**src/rtl/daa_mac_accumulator_if.sv**
```systemverilog
//-----------------------------------------------------------------------------
// daa_mac_accumulator_if
// Groups the product-input and result-output handshakes of the MAC
// accumulator so that they can be passed as one port.
//   prod_in/prod_valid/prod_ready : product stream from the multiplier
//   clear                         : synchronous abort of the partial frame
//   acc_out/acc_ovf/acc_valid/acc_ready : registered frame result
//   beat_cnt                      : products accepted in the current frame
// Modports:
//   master : environment side (drives products, consumes results)
//   slave  : accumulator side
//-----------------------------------------------------------------------------
interface daa_mac_accumulator_if #(
    parameter int PROD_W = 16,
    parameter int ACC_W  = 24,
    parameter int LEN    = 8
);
    localparam int CNT_W = (LEN > 1) ? $clog2(LEN) : 1;

    logic [PROD_W-1:0] prod_in;
    logic              prod_valid;
    logic              prod_ready;
    logic              clear;
    logic [ACC_W-1:0]  acc_out;
    logic              acc_ovf;
    logic              acc_valid;
    logic              acc_ready;
    logic [CNT_W-1:0]  beat_cnt;

    modport master (
        output prod_in, prod_valid, clear, acc_ready,
        input  prod_ready, acc_out, acc_ovf, acc_valid, beat_cnt
    );

    modport slave (
        input  prod_in, prod_valid, clear, acc_ready,
        output prod_ready, acc_out, acc_ovf, acc_valid, beat_cnt
    );
endinterface

```
**src/rtl/daa_mac_accumulator.sv**
```systemverilog
//-----------------------------------------------------------------------------
// daa_mac_accumulator
// Sums frames of LEN unsigned products into an ACC_W-bit accumulator and
// presents each frame sum on a registered valid/ready output.
// Ports:
//   clk   : clock, rising edge
//   reset : asynchronous, active-high; clears all state
//   bus   : daa_mac_accumulator_if.slave (product input, clear, result output)
// Build option:
//   MAC_SATURATE_EN : when defined, the running sum clamps to all ones on
//                     overflow and stays there for the rest of the frame.
//                     When undefined, arithmetic wraps modulo 2^ACC_W.
//                     acc_ovf flags the event in both builds.
//-----------------------------------------------------------------------------
module daa_mac_accumulator #(
    parameter int PROD_W = 16,
    parameter int ACC_W  = 24,
    parameter int LEN    = 8
) (
    input  logic                    clk,
    input  logic                    reset,
    daa_mac_accumulator_if.slave    bus
);
    localparam int CNT_W = (LEN > 1) ? $clog2(LEN) : 1;
    localparam logic [CNT_W-1:0] LAST_BEAT = CNT_W'(LEN - 1);

    logic [ACC_W-1:0] acc_q,      acc_d;
    logic             ovf_run_q,  ovf_run_d;
    logic [CNT_W-1:0] beat_cnt_q, beat_cnt_d;
    logic [ACC_W-1:0] acc_out_q,  acc_out_d;
    logic             acc_ovf_q,  acc_ovf_d;
    logic             acc_valid_q, acc_valid_d;

    logic             last_beat;
    logic             prod_ready;
    logic             accept;
    logic             take;
    logic [ACC_W:0]   sum_ext;
    logic             carry;
    logic [ACC_W-1:0] sum_val;

    assign last_beat = (beat_cnt_q == LAST_BEAT);
    // Only the last beat has to wait, and only if the held result is not
    // leaving this cycle; this is the sole combinational input->output path.
    assign prod_ready = !(acc_valid_q && last_beat && !bus.acc_ready);
    assign accept     = bus.prod_valid && prod_ready;
    assign take       = acc_valid_q && bus.acc_ready;

    // One extra bit captures the carry out of the accumulator MSB.
    assign sum_ext = {1'b0, acc_q} + {{(ACC_W + 1 - PROD_W){1'b0}}, bus.prod_in};
    assign carry   = sum_ext[ACC_W];

`ifdef MAC_SATURATE_EN
    // Once clamped at all ones any non-zero product carries again, so the
    // clamp persists until the frame ends.
    assign sum_val = carry ? {ACC_W{1'b1}} : sum_ext[ACC_W-1:0];
`else
    assign sum_val = sum_ext[ACC_W-1:0];
`endif

    always_comb begin
        acc_d       = acc_q;
        ovf_run_d   = ovf_run_q;
        beat_cnt_d  = beat_cnt_q;
        acc_out_d   = acc_out_q;
        acc_ovf_d   = acc_ovf_q;
        acc_valid_d = acc_valid_q;

        if (take) begin
            acc_valid_d = 1'b0;
        end

        if (bus.clear) begin
            // The handshake still completes, but the product is dropped.
            acc_d      = '0;
            ovf_run_d  = 1'b0;
            beat_cnt_d = '0;
        end else if (accept) begin
            if (last_beat) begin
                acc_out_d   = sum_val;
                acc_ovf_d   = ovf_run_q | carry;
                acc_valid_d = 1'b1;
                acc_d       = '0;
                ovf_run_d   = 1'b0;
                beat_cnt_d  = '0;
            end else begin
                acc_d      = sum_val;
                ovf_run_d  = ovf_run_q | carry;
                beat_cnt_d = beat_cnt_q + 1'b1;
            end
        end
    end

    always_ff @(posedge clk or posedge reset) begin
        if (reset) begin
            acc_q       <= '0;
            ovf_run_q   <= 1'b0;
            beat_cnt_q  <= '0;
            acc_out_q   <= '0;
            acc_ovf_q   <= 1'b0;
            acc_valid_q <= 1'b0;
        end else begin
            acc_q       <= acc_d;
            ovf_run_q   <= ovf_run_d;
            beat_cnt_q  <= beat_cnt_d;
            acc_out_q   <= acc_out_d;
            acc_ovf_q   <= acc_ovf_d;
            acc_valid_q <= acc_valid_d;
        end
    end

    assign bus.prod_ready = prod_ready;
    assign bus.acc_out    = acc_out_q;
    assign bus.acc_ovf    = acc_ovf_q;
    assign bus.acc_valid  = acc_valid_q;
    assign bus.beat_cnt   = beat_cnt_q;
endmodule

```
**src/flat_wrapper.sv**
```systemverilog
// flat-port wrapper written by rule: the top's interface ports become plain ports
module daa_mac_accumulator_flat 
#(
    parameter int PROD_W = 16,
    parameter int ACC_W  = 24,
    parameter int LEN    = 8
)
  (clk, reset, bus_prod_in, bus_prod_valid, bus_clear, bus_acc_ready, bus_prod_ready, bus_acc_out, bus_acc_ovf, bus_acc_valid, bus_beat_cnt);
  daa_mac_accumulator_if #(.PROD_W(PROD_W), .ACC_W(ACC_W), .LEN(LEN)) bus_i ();
  input  logic clk;
  input  logic reset;
  input wire logic [$bits(bus_i.prod_in)-1:0] bus_prod_in;
  input wire logic [$bits(bus_i.prod_valid)-1:0] bus_prod_valid;
  input wire logic [$bits(bus_i.clear)-1:0] bus_clear;
  input wire logic [$bits(bus_i.acc_ready)-1:0] bus_acc_ready;
  output wire logic [$bits(bus_i.prod_ready)-1:0] bus_prod_ready;
  output wire logic [$bits(bus_i.acc_out)-1:0] bus_acc_out;
  output wire logic [$bits(bus_i.acc_ovf)-1:0] bus_acc_ovf;
  output wire logic [$bits(bus_i.acc_valid)-1:0] bus_acc_valid;
  output wire logic [$bits(bus_i.beat_cnt)-1:0] bus_beat_cnt;
  assign bus_i.prod_in = bus_prod_in;
  assign bus_i.prod_valid = bus_prod_valid;
  assign bus_i.clear = bus_clear;
  assign bus_i.acc_ready = bus_acc_ready;
  assign bus_prod_ready = bus_i.prod_ready;
  assign bus_acc_out = bus_i.acc_out;
  assign bus_acc_ovf = bus_i.acc_ovf;
  assign bus_acc_valid = bus_i.acc_valid;
  assign bus_beat_cnt = bus_i.beat_cnt;
  daa_mac_accumulator #(.PROD_W(PROD_W), .ACC_W(ACC_W), .LEN(LEN)) u_core (.clk(clk), .reset(reset), .bus(bus_i));
endmodule
```
**config.mk**
```make
export PLATFORM = sky130hd
export DESIGN_NAME = daa_mac_accumulator_flat
export DESIGN_NICKNAME = d
export VERILOG_FILES = /design/src/rtl/daa_mac_accumulator_if.sv /design/src/rtl/daa_mac_accumulator.sv /design/src/flat_wrapper.sv
export SDC_FILE = /design/constraint.sdc
export NUM_CORES = 1
export LEC_CHECK = 0
export CAP_MARGIN = 20
export CORE_MARGIN = 5
export CORE_UTILIZATION = 54
export DETAILED_ROUTE_END_ITERATION = 8
export PLACE_DENSITY = 0.89
export SLEW_MARGIN = 10
export SYNTH_ARGS = -nofsm -noshare
export SYNTH_HDL_FRONTEND = slang
export SYNTH_SLANG_ARGS = --single-unit
```
**constraint.sdc**
```tcl
create_clock -name clk -period 3.1 [get_ports clk]
set_input_delay 0.465 -clock clk [delete_from_list [all_inputs] [get_ports clk]]
set_output_delay 0.465 -clock clk [all_outputs]
set_load 0.02 [all_outputs]
```
Word-level counts from Yosys, hierarchy flattened
Cells that the tools add are included.
{ "word_totals": {"regBits": 54, "elab_cells": 32} }
{ "classes": {"eq_ne": 1, "mux": 13, "add_sub_neg": 2, "bitwise_logic": 2, "reduce_logical": 8} }
{ "op_table": {"columns": ["op", "n"], "rows": [
  ["two-way mux 24 bit", 3],
  ["adder 24 x 16 -> 25 bit", 1],
  ["two-way mux 3 bit", 3],
  ["two-way mux 1 bit", 7],
  ["logical AND 1 bit", 4],
  ["adder 3 x 1 -> 3 bit (second input constant)", 1],
  ["equality test 3 bit (second input constant)", 1],
  ["AND reduction 3 bit", 1],
  ["zero test 1 bit", 2],
  ["nonzero test 2 bit", 1],
  ["inverter 1 bit", 1],
  ["OR 1 bit", 1]
]} }

Depth between registers and ports, before layout
Gate-level depths: netlist of run 1.
{ "logic_depth": {"word_depth": 7, "mapped_depth": 9, "ltp_nobuf": 9} }

Worst setup path before layout of run 1
No wires, ideal clock.
{ "synth_path": {"kind": "input-to-reg", "startpoint": "input bus_prod_in[0]", "endpoint": "register u_core.acc_q[20]", "t_arrival_ns": 2.233, "stages": 9, "required_time_ns": 2.969, "slack_ns": 0.735, "path_cell_list": "ha_1 > inv_1 > fa_1 > nor2b_1 > o2111ai_2 > a31oi_2 > o211a_1 > nor4_1 > or3_1"} }
{ "synth_between": {"elab_chain_cells": 4} }
{ "synth_lines": {"columns": ["item", "line_no", "rtl"], "rows": [
  ["from (decl)", "flat_wrapper.sv:12", "input wire logic [$bits(bus_i.prod_in)-1:0] bus_prod_in;"],
  ["adder 24 x 16 -> 25 bit", "daa_mac_accumulator.sv:50", "assign sum_ext = {1'b0, acc_q} + {{(ACC_W + 1 - PROD_W){1'b0}}, bus.prod_in};"],
  ["two-way mux 24 bit", "daa_mac_accumulator.sv:79", "if (last_beat) begin"],
  ["two-way mux 24 bit", "daa_mac_accumulator.sv:78", "end else if (accept) begin"],
  ["two-way mux 24 bit", "daa_mac_accumulator.sv:73", "if (bus.clear) begin"],
  ["to (signal assigned)", "daa_mac_accumulator.sv:96", "acc_q <= '0;"],
  ["to (signal assigned)", "daa_mac_accumulator.sv:103", "acc_q <= acc_d;"],
  ["to (decl)", "daa_mac_accumulator.sv:27", "logic [ACC_W-1:0] acc_q, acc_d;"]
]} }
No other way between the ends. The select of a mux whose other input is x is not followed.
A chain may end at the register's enable or synchronous reset.

Worst setup path after layout of run 1
Ends and elaborated chain as after synthesis.

==> run summary, run 1 <==
PostCTS Resize Cnt -> 0
Layout area overhead -> 20.4%
Share of layout cells above drive strength 1 -> 12.1%
Endpoints failing setup -> 0
Crit-path max FO -> 4
Unique cell type count in the Yosys netlist -> 62
1st-iter DRT viols -> 233
R2r setup slk -> 0.46 ns
Relative slew slack -> 53.5%
CTS Buffer Depth -> 2
Synth area leaders -> dfrtp_1 (40%), ha_1 (6.7%), nand2_1 (5.5%)
DRT Wirelength -> 8450 um
Total Routing Usage GR -> 23.0%
Largest vdd supply drop -> 289 uV
Worst hold path class -> flip-flop to flip-flop
Clock sinks -> 54
Port Buffers -> 50
Post-CTS Setup Bufs -> 0
Cell area after layout -> 4050 um2
Router iterations before antenna repair -> 5
Pins Over Slew Limit -> 0
Die Wd -> 88.9 um
R2r startpoint -> u_core.acc_q[0]$_DFFE_PP0P_
Die Y-Extent -> 88.9 um
Nets -> 445
HP Start -> u_core.bus.acc_out[9]$_DFFE_PP0P_
Leakage power -> 0.00178 uW
Initial Utilization -> 56.1%
Crit path kind -> input pin to flip-flop
Net Count, Synth -> 397
Mapped Cells -> 357
HPWL Detailed -> 6160 um
TritonCTS buffer count -> 5
Vias in the first global route -> 3045
Most frequent cells in the layout -> dfrtp_1 (54), clkdlybuf4s50_1 (50), nand2_1 (49), a21oi_1 (19)
Post-route insts no fill -> 481
RSZ-0062 raised after global routing -> no
Sequential area share after synthesis -> 40.2%
Largest net degree at the start of global routing -> 55
Top cell type's share of synthesized area -> 40.2%
Syn_area_per_cell -> 9.41 um2
Final hold viol count -> 0
IO Count -> 51
Worst Skew -> 0.0131 ns
Row cnt -> 28
Hold path cells -> 2
Hold_buf cts -> 0
CTS root buffer -> clkbuf_8
Placed cell area -> 3960 um2
CTS tree -> built
CTS H-tree depth -> 2
Post-Syn Area -> 3360 um2
EDFF count, synth -> 0
Util after Layout -> 67.5%
Max_cap viols -> 0
Clock insertion delay at the later pin of the skew report -> 0.31 ns
Min Hold Slack -> 0.483 ns
N_diodes -> 0
# DRC -> 0
Clk pin slew, worst setup/hold paths -> 0.10 ns
Vias per cell -> 6.22
Top FF cell, synth -> dfrtp_1
Antenna violations before repair -> 0
Max frequency -> 0.348 GHz
RD Place Congestion -> 0.934
Status -> completed
#FFs+latches synth -> 54
Placed Cells incl. Taps -> 473
Hold EP -> u_core.bus.acc_out[9]$_DFFE_PP0P_
Post-route ant nets -> 0
Worst EP required -> 3.36 ns
Final period utilization -> 92.6%
Die area -> 7900 um2
Setup ws final -> 0.229 ns
Power per standard cell area -> 432 nW/um2
FF-to-FF path depth -> 9
Commonest non-fill, non-tap cell in the layout -> dfrtp_1
Worst endpoint data arrival time -> 3.13 ns
Tmin final -> 2.87 ns
Crit. Startpoint -> bus_prod_in[0]
FFs w/ async S/R, synth -> 100%
CP Launch Type -> input pin
Post-place setup slack -> -0.00930 ns
GRT overflow -> 0
CP Capture Type -> flip-flop
Via count -> 2991
Wirelength per Cell -> 17.6 um
R2R Path End -> u_core.acc_q[20]$_DFFE_PP0P_
Warnings, synthesis -> 0
Core Box Area -> 5990 um2
First-pass GRT wire length -> 14400 um
Cell taking the most area after synthesis -> dfrtp_1
Worst-Margin Slew -> 0.697 ns
cell type report:
class	instances	area, um2
clock buffers	7	86.3
clock inverters	1	5.00
fillers	481	1940
inverters	10	37.5
multi-input cells	273	1890
flip-flops and latches	54	1350
well taps	75	93.8
repair buffers	61	583
worst max path at each step:
stage | depth (start not counted) | end
after detailed placement | 10 | u_core.acc_q[20]$_DFFE_PP0P_
final | 10 | u_core.acc_q[20]$_DFFE_PP0P_
after CTS | 10 | u_core.acc_q[20]$_DFFE_PP0P_
after floorplan | 9 | u_core.acc_q[20]$_DFFE_PP0P_
after global placement | 10 | u_core.bus.acc_out[12]$_DFFE_PP0P_
after global routing | 10 | u_core.acc_q[20]$_DFFE_PP0P_
cell usage after synthesis (7+ instances only):
cell	instances
o21a_1	7
xnor2_1	9
inv_1	10
o21ai_0	18
nand2_1	49
a22o_1	17
nor2_1	14
nor3_1	9
clkbuf_1	12
dfrtp_1	54
nand3_1	17
ha_1	18
mux2_2	10
a21oi_1	20
worst max-delay path, stage by stage:
cell,delay (ns)
clkdlybuf4s50_1,0.47
ha_1,0.19
inv_1,0.07
fa_1,0.40
nor2b_1,0.22
o2111ai_2,0.17
a31oi_2,0.30
o211ai_1,0.20
a2111oi_0,0.47
or3_1,0.18
per-layer routing:
layer	track usage (%)	part of all wire [%]	wire length, um
met2	39.1	50	4220
met4	6.18	1.5	131
met3	4.06	4.1	345
met1	30.5	44	3760
met5	0	0	0
logic make-up (layout without fill, tap and decap cells):
kind of cell / count (synthesis) / in the layout / synth area share [%]
AND/OR/NAND/NOR: 122 / 122 / 17.7
AO/OA/AOI/OAI: 105 / 105 / 23.1
flip-flops: 54 / 54 / 40.2
buffers and inverters: 30 / 79 / 3.83
adder cells (fa/ha/maj): 19 / 19 / 7.30
XOR/XNOR: 15 / 15 / 3.91
multiplexers: 12 / 12 / 3.95
power by group:
part	internal, uW	leakage, uW	total, uW	switching, uW
logic	225	0.000994	557	332
registers	740	0.000742	768	27.3
clock network	181	0.0000482	423	242
stage by stage:
| stage | TNS (ns) | power [uW] |
|---|---|---|
| global placement | 0 | 1310 |
| detailed placement | -0.00930 | 1320 |
| finish | 0 | 1750 |
| floorplan | 0 | 1180 |
| global route | 0 | 1830 |
| CTS | 0 | 1740 |
state kept, by name (all words and copies together), names as in the netlist:
signal,cells
u_core.bus.beat_cnt,3
u_core.bus.acc_out,24
u_core.ovf_run_q,1
u_core.bus.acc_valid,1
u_core.acc_q,24
u_core.bus.acc_ovf,1
Power figures use the tool's default switching activity.
==> run 2: changes to the inputs <==
REMOVE_ABC_BUFFERS = 1   (was unset)
==> run summary, run 2 (same netlist as run 1, synthesis figures left out) <==
Util after Layout -> 67.9% (was 67.5%)
Die Y-Extent -> 88.9 um (unchanged)
RD Place Congestion -> 0.898 (was 0.934)
Antenna violations before repair -> 0 (unchanged)
Wirelength per Cell -> 16.9 um (was 17.6 um)
Nets -> 444 (was 445)
CTS Buffer Depth -> 2 (unchanged)
Worst endpoint data arrival time -> 3.00 ns (was 3.13 ns)
Crit-path max FO -> 4 (unchanged)
Final period utilization -> 88.3% (was 92.6%)
Largest vdd supply drop -> 250 uV (was 289 uV)
Vias per cell -> 6.02 (was 6.22)
Tmin final -> 2.74 ns (was 2.87 ns)
Clock insertion delay at the later pin of the skew report -> 0.32 ns (was 0.31 ns)
Total Routing Usage GR -> 22.3% (was 23.0%)
Largest net degree at the start of global routing -> 29 (was 55)
Power per standard cell area -> 443 nW/um2 (was 432 nW/um2)
Status -> completed (unchanged)
Share of layout cells above drive strength 1 -> 11.6% (was 12.1%)
# DRC -> 0 (unchanged)
Initial Utilization -> 56.1% (unchanged)
CTS tree -> built (unchanged)
CTS root buffer -> clkbuf_8 (unchanged)
Crit path kind -> input pin to flip-flop (unchanged)
Commonest non-fill, non-tap cell in the layout -> dfrtp_1 (unchanged)
1st-iter DRT viols -> 243 (was 233)
Pins Over Slew Limit -> 0 (unchanged)
Worst Skew -> 0.00765 ns (was 0.0131 ns)
DRT Wirelength -> 8110 um (was 8450 um)
FILL cells -> 471 (was 481)
Clk pin slew, worst setup/hold paths -> 0.10 ns (about the same)
PostCTS Resize Cnt -> 0 (unchanged)
Max_cap viols -> 0 (unchanged)
RSZ-0062 raised after global routing -> no (unchanged)
CP Capture Type -> flip-flop (unchanged)
Relative slew slack -> 52.0% (was 53.5%)
Via count -> 2888 (was 2991)
GRT overflow -> 0 (unchanged)
Row cnt -> 28 (unchanged)
Die Wd -> 88.9 um (unchanged)
Most frequent cells in the layout -> dfrtp_1 (54), clkdlybuf4s50_1 (50), nand2_1 (49), a21oi_1 (19) (unchanged)
Endpoints failing setup -> 0 (unchanged)
Final hold viol count -> 0 (unchanged)
CTS H-tree depth -> 2 (unchanged)
Vias in the first global route -> 2904 (was 3045)
Port Buffers -> 50 (unchanged)
Worst EP required -> 3.36 ns (about the same)
Clock sinks -> 54 (unchanged)
Leakage power -> 0.00179 uW (was 0.00178 uW)
Layout area overhead -> 21.0% (was 20.4%)
Post-CTS Setup Bufs -> 0 (unchanged)
TritonCTS buffer count -> 5 (unchanged)
N_diodes -> 0 (unchanged)
Max frequency -> 0.365 GHz (was 0.348 GHz)
Post-route ant nets -> 0 (unchanged)
First-pass GRT wire length -> 13800 um (was 14400 um)
Die area -> 7900 um2 (unchanged)
HPWL Detailed -> 6050 um (was 6160 um)
Core Box Area -> 5990 um2 (unchanged)
Worst hold path class -> flip-flop to flip-flop (unchanged)
IO Count -> 51 (unchanged)
Worst-Margin Slew -> 0.716 ns (was 0.697 ns)
TNS Setup -> 0 ns (unchanged)
Hold_buf cts -> 0 (unchanged)
Router iterations before antenna repair -> 4 (was 5)
CP Launch Type -> input pin (unchanged)
-- run 2: changes by cell type in the layout (fill, tap and decap cells not counted), sizes merged --
cell	change
clkinv	-1
buf	-1
bufinv	+1
-- run 2: critical path, cell delays in order --
cell	delay (ns)
clkdlybuf4s50_1	0.47
ha_1	0.20
inv_1	0.07
fa_1	0.40
nor2b_1	0.20
o2111ai_2	0.15
a31oi_2	0.29
o211ai_1	0.21
a2111oi_0	0.38
or3_1	0.17
-- run 2: report_power, final --
group	leakage (uW)	total, uW	internal (uW)	switching [uW]
Combinational	0.000993	554	226	329
Sequential	0.000742	766	740	25.9
Clock	0.0000524	481	242	238
Total	0.00179	1800	1210	593
-- run 2: path summary, 6_finish.rpt --
check,start,to,slack (ns),cells past startpoint
max,bus_prod_in[0],u_core.acc_q[20]$_DFFE_PP0P_,0.36,10
min,u_core.bus.acc_out[19]$_DFFE_PP0P_,u_core.bus.acc_out[19]$_DFFE_PP0P_,0.48,2
max reg2reg,u_core.acc_q[0]$_DFFE_PP0P_,u_core.acc_q[20]$_DFFE_PP0P_,0.62,9
min reg2reg,u_core.bus.acc_out[19]$_DFFE_PP0P_,u_core.bus.acc_out[19]$_DFFE_PP0P_,0.48,2
max in group asynchronous,reset,u_core.bus.acc_out[14]$_DFFE_PP0P_,1.99,3
min in group asynchronous,reset,u_core.bus.beat_cnt[1]$_DFFE_PP0P_,0.54,2
-- run 2: layer usage --
metal / wire (um) / GRT usage (%) / vias up / part of all wire, %
li1: - / - / 1399 / -
met1: 3620 / 30.2 / 1390 / 45
met2: 3980 / 36.7 / 86 / 49
met3: 363 / 3.23 / 13 / 4.5
met4: 144 / 7.42 / 0 / 1.8
met5: 0 / 0 / - / 0
-- run 2: area by class of cell --
class / count / area, um2 / share of cell area (%)
Multi-Input combinational cell: 273 / 1890 / 46.5
Timing Repair Buffer: 60 / 588 / 14.5
Inverter: 10 / 37.5 / 0.923
Clock buffer: 7 / 76.3 / 1.88
Clock inverter: 1 / 30.0 / 0.738
Sequential cell: 54 / 1350 / 33.2
Tap cell: 75 / 93.8 / 2.31
-- run 2: per-stage QoR --
stage                     power, uW  setup slack, ns  cell area, um2  std cells  hold WS (ns)
after CTS                      1800            0.376            4070        480         0.487
after detailed placement       1320           0.0562            3960        472         0.462
after floorplan                1160            0.252            3270        337         0.460
final                          1800            0.362            4070        480         0.480
after global placement         1310            0.143            3960        472         0.462
after global routing           1900            0.155            4070        480         0.516
